### config.mk
export PLATFORM = sky130hd
export DESIGN_NAME = ser10b_tx
export DESIGN_NICKNAME = d
export VERILOG_FILES = /design/src/rtl/ser10b_pkg.sv /design/src/rtl/ser10b_rd_tracker.sv /design/src/rtl/ser10b_tx.sv
export SDC_FILE = /design/constraint.sdc
export NUM_CORES = 1
export LEC_CHECK = 0
export CAP_MARGIN = 40
export CORE_UTILIZATION = 30
export DETAILED_ROUTE_END_ITERATION = 7
export GPL_ROUTABILITY_DRIVEN = 0
export PLACE_DENSITY_LB_ADDON = 0.08
export SYNTH_ARGS = -nofsm -noshare
export SYNTH_HDL_FRONTEND = slang
export SYNTH_SLANG_ARGS = --single-unit
### constraint.sdc
create_clock -name clk -period 4.1 [get_ports clk]
set_input_delay 1.23 -clock clk [delete_from_list [all_inputs] [get_ports clk]]
set_output_delay 1.23 -clock clk [all_outputs]
set_load 0.02 [all_outputs]
### src/rtl/ser10b_pkg.sv
// Shared constants and helpers for the 8b/10b serializer.
// The optional disparity check is enabled with SER10B_DISP_CHECK_EN.
package ser10b_pkg;

  localparam int WORD_W = 10;
  localparam int CNT_W  = 4;

  localparam logic [WORD_W-1:0] COMMA_RDN = 10'b0011111010;
  localparam logic [WORD_W-1:0] COMMA_RDP = 10'b1100000101;
  localparam logic [CNT_W-1:0]  LAST_BIT  = 4'd9;

  function automatic logic [3:0] ones10(input logic [WORD_W-1:0] group);
    logic [3:0] cnt;
    cnt = '0;
    for (int i = 0; i < WORD_W; i++) begin
      cnt = cnt + {3'b000, group[i]};
    end
    return cnt;
  endfunction

  // Balanced and illegal groups leave the running disparity where it was.
  function automatic logic rd_next(input logic rd, input logic [WORD_W-1:0] group);
    logic [3:0] n;
    logic       rd_out;
    n = ones10(group);
    if (n == 4'd6) begin
      rd_out = 1'b1;
    end else if (n == 4'd4) begin
      rd_out = 1'b0;
    end else begin
      rd_out = rd;
    end
    return rd_out;
  endfunction

endpackage

### src/rtl/ser10b_rd_tracker.sv
// Running-disparity register for the serializer, plus the optional
// disparity check compiled in with SER10B_DISP_CHECK_EN.
module ser10b_rd_tracker
  import ser10b_pkg::*;
(
  input  logic              clk,
  input  logic              reset,
  input  logic              load,
  input  logic              is_data,
  input  logic [WORD_W-1:0] group,
  output logic              rd_pos,
  output logic              disp_err
);

  logic rd_pos_reg;

  // Reset value is the RD left behind by the COMMA_RDN sent out of reset.
  always_ff @(posedge clk or negedge reset) begin
    if (!reset) begin
      rd_pos_reg <= 1'b1;
    end else if (load) begin
      rd_pos_reg <= rd_next(rd_pos_reg, group);
    end
  end

  assign rd_pos = rd_pos_reg;

`ifdef SER10B_DISP_CHECK_EN
  logic [3:0] ones_cnt;
  logic       bad_group;
  logic       disp_err_reg;

  always_comb begin
    ones_cnt  = ones10(group);
    bad_group = (ones_cnt < 4'd4) || (ones_cnt > 4'd6) ||
                ((ones_cnt == 4'd6) && rd_pos_reg) ||
                ((ones_cnt == 4'd4) && !rd_pos_reg);
  end

  // One-cycle pulse aligned with the first bit of the offending word.
  always_ff @(posedge clk or negedge reset) begin
    if (!reset) begin
      disp_err_reg <= 1'b0;
    end else begin
      disp_err_reg <= load && is_data && bad_group;
    end
  end

  assign disp_err = disp_err_reg;
`else
  logic unused_is_data;
  assign unused_is_data = is_data;
  assign disp_err       = 1'b0;
`endif

endmodule

### src/rtl/ser10b_tx.sv
// 10-bit code-group serializer with one-entry holding register and
// K28.5 idle fill. Optional disparity check: SER10B_DISP_CHECK_EN.
module ser10b_tx #(
  parameter int WORD_W = ser10b_pkg::WORD_W
) (
  input  logic              clk,
  input  logic              reset,
  input  logic [WORD_W-1:0] data_in,
  input  logic              in_valid,
  output logic              in_ready,
  output logic              tx_bit,
  output logic              word_start,
  output logic              tx_is_comma,
  output logic              rd_pos,
  output logic              disp_err
);
  import ser10b_pkg::*;

  if (WORD_W != 10) begin : g_width_check
    $error("ser10b_tx: WORD_W must be 10 for 8b/10b code groups");
  end

  logic [WORD_W-1:0] shift_reg;
  logic [WORD_W-1:0] hold_reg;
  logic [WORD_W-1:0] load_group;
  logic [CNT_W-1:0]  bit_cnt_reg;
  logic              hold_full_reg;
  logic              word_start_reg;
  logic              tx_is_comma_reg;
  logic              at_boundary;
  logic              accept;

  assign at_boundary = (bit_cnt_reg == LAST_BIT);
  assign accept      = in_valid && !hold_full_reg;
  // Comma polarity follows the RD left by the group now on the line.
  assign load_group  = hold_full_reg ? hold_reg : (rd_pos ? COMMA_RDP : COMMA_RDN);

  always_ff @(posedge clk or negedge reset) begin
    if (!reset) begin
      shift_reg       <= COMMA_RDN;
      bit_cnt_reg     <= '0;
      word_start_reg  <= 1'b1;
      tx_is_comma_reg <= 1'b1;
      hold_full_reg   <= 1'b0;
      hold_reg        <= '0;
    end else begin
      if (at_boundary) begin
        shift_reg       <= load_group;
        bit_cnt_reg     <= '0;
        tx_is_comma_reg <= !hold_full_reg;
      end else begin
        shift_reg   <= {shift_reg[WORD_W-2:0], 1'b0};
        bit_cnt_reg <= bit_cnt_reg + 4'd1;
      end
      word_start_reg <= at_boundary;
      // An accept can only happen while empty, so it never races the drain.
      if (accept) begin
        hold_full_reg <= 1'b1;
        hold_reg      <= data_in;
      end else if (at_boundary) begin
        hold_full_reg <= 1'b0;
      end
    end
  end

  ser10b_rd_tracker u_rd_tracker (
    .clk      (clk),
    .reset    (reset),
    .load     (at_boundary),
    .is_data  (hold_full_reg),
    .group    (load_group),
    .rd_pos   (rd_pos),
    .disp_err (disp_err)
  );

  assign in_ready    = !hold_full_reg;
  assign tx_bit      = shift_reg[WORD_W-1];
  assign word_start  = word_start_reg;
  assign tx_is_comma = tx_is_comma_reg;

endmodule

Word level (Yosys, flattened, before mapping)
Cells that the tools add are included.
- add/sub/neg operators: 10
- equality and inequality tests: 3
- multiplexer cells: 8
- reductions and logical operators: 5
- operator list (cell ; count):
    adder 4 x 1 -> 4 bit ; 8
    two-way mux 10 bit ; 3
    equality test 4 x 3 -> 1 bit (second input constant) ; 2
    adder 4 x 1 -> 4 bit (second input constant) ; 1
    equality test 4 bit (second input constant) ; 1
    two-way mux 1 bit ; 4
    two-way mux 4 bit ; 1
    nonzero test 2 bit ; 2
    adder 1 x 1 -> 2 bit ; 1
    AND reduction 2 bit ; 1
    logical AND 1 bit ; 1
    logical NOT 1 bit ; 1
- flip-flop bits (word level): 28
- input port bits: 13
- output and inout port bits: 6
- logic and storage cells: 33

Depth between registers and ports, before layout
Gate-level depths: netlist of the first run.
- depth after elaboration: 14
- mapped depth: 15
- depth with buffers taken out: 15

By module
Synthesis of the first run repeated with hierarchy kept, for this count alone.
- cells, all modules: 112
- area, all modules: 1406.3 um^2
- by module, submodules not included (module ; instances ; cells an instance ; area an instance (um^2) ; seq. area each (um^2)):
    ser10b_tx ; 1 ; 86 ; 1136.1 ; 685.7
    ser10b_rd_tracker ; 1 ; 26 ; 270.3 ; 26.3

Worst setup path after synthesis of the first run
Ideal clock, no wire load.
- path kind: reg2reg
- start: register u_rd_tracker.rd_pos_reg (netlist: u_rd_tracker.rd_pos)
- end: register u_rd_tracker.rd_pos_reg (netlist: u_rd_tracker.rd_pos)
- setup time: 82 ps
- arrival time: 4129 ps
- data required time: 4018 ps
- path slack: -111 ps
- cell stages (with the launch flop): 16
- buffers on the path: 0
- clock period less this slack: 4211 ps
- cell sequence: dfstp_2 nor2_1 a21o_1 ha_1 inv_1 fa_1 inv_1 fa_1 inv_1 fa_1 inv_1 fa_1 fa_1 a211oi_1 o2111ai_2 mux2_4
- word-level cells in the longest chain between the ends: 14
- elaborated cells between the ends (all ways): 16
- classes of those cells: add/sub (9); eq/ne (2); mux (3); reduce/logical (2)
- ends and longest elaborated chain (element ; RTL line ; RTL):
    start: declaration ; ser10b_rd_tracker.sv:15 ; logic rd_pos_reg;
    start signal: assignment ; ser10b_rd_tracker.sv:22 ; rd_pos_reg <= rd_next(rd_pos_reg, group);
    two-way mux 10 bit * (2 in a row) ; ser10b_tx.sv:36 ; assign load_group = hold_full_reg ? hold_reg : (rd_pos ? COMMA_RDP : COMMA_RDN);
    adder 1 x 1 -> 2 bit ; ser10b_pkg.sv:16 ; cnt = cnt + {3'b000, group[i]};
    adder 4 x 1 -> 4 bit (7 in a row) ; ser10b_pkg.sv:16 ;
    adder 4 x 1 -> 4 bit * ; ser10b_pkg.sv:16 ;
    equality test 4 x 3 -> 1 bit (on tied branches) ; ser10b_pkg.sv:28, ser10b_pkg.sv:26 ;
    nonzero test 2 bit (no source line) ; n/a ;
    AND reduction 2 bit (no source line) ; n/a ;
Mark *: on every way between the ends. The rest lies on a longest branch, timed or not.
A chain may end at the register's enable or synchronous reset.

Worst setup path in the final report of the first run
Same ends and word-level chain as after synthesis.

==> metrics.csv, run 1 <==
metric;value;unit
outcome;complete, but fails checks;
failing checks;design-rule violations, negative setup slack;
Layout Nets;158;
top cell type by total area after synthesis;dfrtp_1;
hold_buf cts;0;
Max H-tree Level;1;
placed insts;181;
Via density;4.53;
IR drop worst, VDD;0.366;mV
number of DRC markers in iteration 0;27;
Initial Utilization;31.7;%
core area;4440;sq um
Max Cap Viol;0;
clock root cell;clkbuf_8;
Syn. warnings;0;
post-synth top area share;33.8;%
# rows;24;
Detail Route Antenna Nets;0;
Post-synth top cells;dfrtp_1, mux2_2, inv_1;
setup tns final;-0.0843;ns
CP peak stage delay;0.58;ns
Crit path required time;4.31;ns
CP Launch Point;u_rd_tracker.rd_pos;
metal3 WL;94;um
Leak;0.806;nW
Mapped Area;1410;sq um
layout cells sized above 1;33.1;%
worst-path cell chain;nor2_2 > a21o_1 > ha_1 > inv_1 > fa_1 > inv_2 > fa_1 > inv_1 > fa_1 > inv_1 > fa_2 > fa_2 > a211oi_2 > o2111ai_2 > mux2_4;
first-pass GRT wire length;4550;um
drt wl/cell;13.9;um
Crit Path Max Fanout;3;
Max Slew Vio Count;0;
Avg Synthesized Cell Area;12.8;sq um
largest net degree at the start of global routing;29;
WS Path Type;reg2reg;
wirelength, routed;2560;um
PD cells;920;nW/um^2
slowest CP cell;dfstp_2;
Total Routing Usage GR;12.1;%
die height;70.5;um
Gate Count Post-Synth;110;
DP Wirelength;1940;um
clock-pin transition on the worst setup and hold timing paths;0.10;ns
hold_sp;shift_reg[6];
Clock Sink Count;28;
Crit path max-delay family;adder cells;
number of synthesized flops with an enable pin;0;
Synth async-reset ratio;100;%
fmax;239;MHz
synth unique cells;26;
Critical Path AT;4.40;ns
Crit Reg-Reg Startpoint;u_rd_tracker.rd_pos;
syn nets;134;
count leader, synth;dfrtp_1;
Worst Hold Class;reg2reg;
routed wl met2;1160;um
TritonCTS clock tree;done;
final cell count without fillers;185;
ys flop type;dfrtp_1;
remaining global-route overflow;0;
final setup margin;-0.0843;ns
top post-synthesis cells by area;dfrtp_1, dfstp_2, mux2_2, fa_1, ha_1;
Max Used Layer;met4;
Final Hold Viols;0;
Via Count;838;
TritonRoute pass-1 iters;5;
initial antenna violation count;0;
cts bufs inserted;3;
Seq cells post-synth;28;
CP Buf/Inv Count;4;
Residual DRC;2;
# diodes;0;
Layout Skew;0.00598;ns
CTS max path bufs;2;
final period utilization;102;%
IO buf count;17;
IO Count;19;
CP startpoint kind;flip-flop;
# setup viols final;1;
die footprint;4970;sq um
Seq/Total Area, Yosys;50.6;%
crit path time final;4.18;ns
vias in the first global route;914;
RSZ-0062 raised after global routing;true;
fin util;39.4;%
metal1 wirelength;1230;um
later-pin clock latency in the skew report;0.28;ns
Die X-Extent;70.5;um
setup repair bufs after CTS;0;
crit path capture type;flip-flop;
Layout area overhead;24.4;%
==> area by class of cell <==
cell class,instances,area (sq um)
inverter,13,50.0
timing repair buffer,23,215
clock inverter,1,30.0
multi-input combinational,65,637
fill,430,2690
sequential,28,712
tap,52,65.1
clock buffer,3,41.3
==> layer usage <==
| layer | GRT usage [%] | vias up |
|---|---|---|
| met5 | 0 | - |
| met4 | 7.03 | 0 |
| met3 | 2.74 | 9 |
| met2 | 17.9 | 20 |
| met1 | 16.2 | 403 |
| li1 | - | 406 |
==> timing repair <==
item | in CTS | in global routing
resized for setup | 0 | 1
endpoints found under the setup margin | 1 | 1
gates cloned | 0 | 0
==> cells in the final DEF (no fill, tap or decap) <==
master,Yosys,layout
ha_1,5,5
nor2_2,0,1
clkbuf_8,0,3
and2_1,1,1
mux2i_1,1,1
dfstp_2,9,9
buf_4,1,6
nand2b_1,1,1
nor2_1,2,1
a21o_1,8,8
clkinv_2,1,1
clkdlybuf4s50_1,0,17
o21ai_0,5,5
inv_2,0,1
inv_1,12,11
mux2_4,1,1
bufinv_16,0,1
a22o_1,1,1
dfrtp_1,19,19
mux2_2,16,16
nand2_1,6,6
a21oi_1,5,5
xnor2_1,1,1
nor2b_1,2,2
fa_2,0,2
fa_1,6,4
nand4bb_4,1,1
o2111ai_2,1,1
conb_1,1,1
a211oi_2,0,1
==> cell families (layout without fill, tap and decap cells) <==
group                      Yosys count  in the layout  share of synthesized area, %
AOI/OAI and AO/OA                   21             21                          10.0
xor gates and xnor gates             1              1                         0.622
adders and majority gates           11             11                          13.0
buffers and inverters               17             40                          5.07
DFF                                 28             28                          50.6
muxes                               18             18                          14.6
other                                1              1                         0.266
and+or+nand+nor                     13             13                          5.87
==> metrics by stage <==
step / setup slack, ns / hold slack (ns) / cell area (sq um) / total power, W
after floorplan: 0.0402 / 0.451 / 1420 / 0.00114
after global placement: 0.0470 / 0.458 / 1670 / 0.00133
after detailed placement: -0.0372 / 0.466 / 1680 / 0.00136
after CTS: -0.0539 / 0.478 / 1750 / 0.00161
after global routing: -0.239 / 0.507 / 1750 / 0.00177
final: -0.0843 / 0.477 / 1750 / 0.00161
==> path summary, 6_finish.rpt <==
kind	end	slack, ns	depth (start not counted)
min in group asynchronous	hold_reg[7]	1.32	2
worst min-delay path	shift_reg[7]	0.48	2
worst max register to register	u_rd_tracker.rd_pos	-0.08	15
max in group asynchronous	u_rd_tracker.rd_pos	2.45	2
worst max-delay path	u_rd_tracker.rd_pos	-0.08	15
worst min register to register	shift_reg[7]	0.48	2
==> power breakdown <==
| group | internal (W) | switching (W) | leakage [nW] | total, W |
|---|---|---|---|---|
| clock | 0.000131 | 0.0000917 | 0.0357 | 0.000223 |
| combinational | 0.000500 | 0.000512 | 0.447 | 0.00101 |
| sequential | 0.000342 | 0.0000324 | 0.324 | 0.000375 |
==> worst reg2reg max path, stage by stage (launching register included) <==
cell and delay, ns:
dfstp_2 0.58, nor2_2 0.05, a21o_1 0.16, ha_1 0.27, inv_1 0.05, fa_1 0.49
inv_2 0.04, fa_1 0.49, inv_1 0.05, fa_1 0.47, inv_1 0.05, fa_2 0.36
fa_2 0.36, a211oi_2 0.22, o2111ai_2 0.15, mux2_4 0.32
Power figures use the tool's default switching activity.
==> inputs of run 2 (changes only) <==
Settings changed: GPL_ROUTABILITY_DRIVEN 0 to default, REMOVE_ABC_BUFFERS from default to 1.
==> run 2 against run 1 <==
Net effect:
- the run ends with design-rule violations left
- via count rose by 1.6%
- wire length rose by 0.90%
- register-to-register slack improved by 0.13 ns
- first-iteration DRC count fell by 7.4%
- clock power fell by 23%
- design area fell by 0.50%
- worst hold slack improved by 0.0011 ns
- core utilization fell by 0.20 points
- highest routed layer unchanged
==> metrics.csv, run 2 (synthesis results as in run 1) <==
metric;value;unit
commonest cells after routing, fill and taps aside;dfrtp_1, clkdlybuf4s50_1, mux2_2;
hold_buf cts;0;
vias in the first global route;920;
routability cong.;0.695;
RSZ-0062 raised after global routing;true;
Clock Sink Count;28;
CTS max path bufs;2;
fin util;39.2;%
cts bufs inserted;3;
Post-CTS Resized;3;
IO Count;19;
outcome;complete, but fails checks;
# rows;24;
Via Count;851;
layout cells sized above 1;32.8;%
Layout area overhead;23.7;%
Critical Path AT;4.27;ns
# diodes;0;
Die X-Extent;70.5;um
hold_sp;shift_reg[3];
# setup viols final;0;
Layout Nets;159;
die footprint;4970;sq um
Max Cap Viol;0;
Residual DRC;7;
largest net degree at the start of global routing;29;
Detail Route Antenna Nets;0;
IO buf count;17;
Total Routing Usage GR;11.9;%
Crit Reg-Reg Startpoint;u_rd_tracker.rd_pos;
later-pin clock latency in the skew report;0.27;ns
Final Hold Viols;0;
PD cells;882;nW/um^2
Worst setup endpoint;u_rd_tracker.rd_pos;
setup repair bufs after CTS;0;
most common cell after layout, fill and taps aside;dfrtp_1;
Layout Skew;0.00522;ns
final period utilization;99.0;%
Reg2Reg Depth;15;
Via density;4.58;
remaining global-route overflow;0;
failing checks;design-rule violations;
crit path time final;4.06;ns
WS Path Type;reg2reg;
IR drop worst, VDD;0.326;mV
Worst R2R End;u_rd_tracker.rd_pos;
Crit Path Max Fanout;3;
Worst Hold Class;reg2reg;
Leak;0.805;nW
DP Wirelength;1960;um
final hold slack;0.478;ns
clock root cell;clkbuf_8;
wirelength, routed;2590;um
CP Launch Point;u_rd_tracker.rd_pos;
reg2reg setup slack;0.04;ns
drt wl/cell;13.9;um
crit path capture type;flip-flop;
TritonRoute pass-1 iters;6;
first-pass GRT wire length;4490;um
TritonCTS clock tree;done;
fmax;246;MHz
Max H-tree Level;1;
Crit path required time;4.31;ns
CP startpoint kind;flip-flop;
clock-pin transition on the worst setup and hold timing paths;0.10;ns
number of DRC markers in iteration 0;25;
initial antenna violation count;0;
Max Slew Vio Count;0;
die height;70.5;um
core area;4440;sq um
setup tns final;0;ns
Initial Utilization;31.7;%
==> run 2: changes by cell type in the layout (fill, tap and decap cells not counted) <==
cell / delta
inv_1: +1
bufinv_16: -1
clkbuf_8: +1
inv_2: -1
buf_4: +1
==> run 2: per-stage QoR <==
stage                     total power, W  worst slack (ns)  instance area [sq um]  instances
after detailed placement         0.00131           -0.0937                   1670        182
after floorplan                  0.00107            -0.126                   1390        106
after CTS                        0.00157            0.0221                   1740        186
final                            0.00154            0.0418                   1740        186
after global routing             0.00171           -0.0752                   1740        186
after global placement           0.00126           -0.0581                   1670        182
==> run 2: area by class of cell <==
cell class | instances | area (sq um)
Tap cell | 52 | 65.1
Clock buffer | 4 | 55.1
Inverter | 13 | 50.0
Sequential cell | 28 | 712
Timing Repair Buffer | 24 | 223
Multi-Input combinational cell | 65 | 637
Fill cell | 442 | 2700
==> run 2: worst min-delay path by stage <==
stage	to	slack (ns)	cells after the start
2_1_floorplan	shift_reg[4]	0.45	2
6_report	shift_reg[4]	0.48	2
3_5_place_dp	shift_reg[4]	0.47	2
5_1_grt	shift_reg[1]	0.52	1
4_1_cts	shift_reg[4]	0.48	2
3_3_place_gp	shift_reg[4]	0.46	2
==> run 2: routing by layer <==
metal | track usage [%] | vias to the layer above | share of wire, % | wire [um]
met1 | 15.4 | 418 | 45 | 1160
li1 | - | 411 | - | -
met2 | 20.0 | 20 | 50 | 1290
met4 | 2.04 | 0 | 0.50 | 13
met3 | 3.46 | 2 | 4.8 | 124
met5 | 0 | - | 0 | 0
==> run 2: worst max-delay path: stages, from the launching register on <==
cell,delay (ns)
dfstp_2,0.56
nor2_2,0.05
a21o_1,0.16
ha_1,0.27
inv_1,0.04
fa_1,0.47
inv_1,0.05
fa_1,0.49
inv_1,0.05
fa_1,0.47
inv_1,0.05
fa_2,0.36
fa_2,0.35
a211oi_2,0.16
o2111ai_2,0.14
mux2_4,0.32
==> run 2: power breakdown <==
group	total, W	switching, W	leakage (nW)	internal, W
sequential	0.000372	0.0000297	0.324	0.000342
combinational	0.000994	0.000481	0.453	0.000513
clock	0.000171	0.0000849	0.0288	0.0000860
total	0.00154	0.000595	0.805	0.000942
==> inputs of run 3 (changes only) <==
Settings changed: RECOVER_POWER from default to 50.
==> results of run 3 <==
Same layout as run 2: the final DEF is identical, and so are final timing and power.
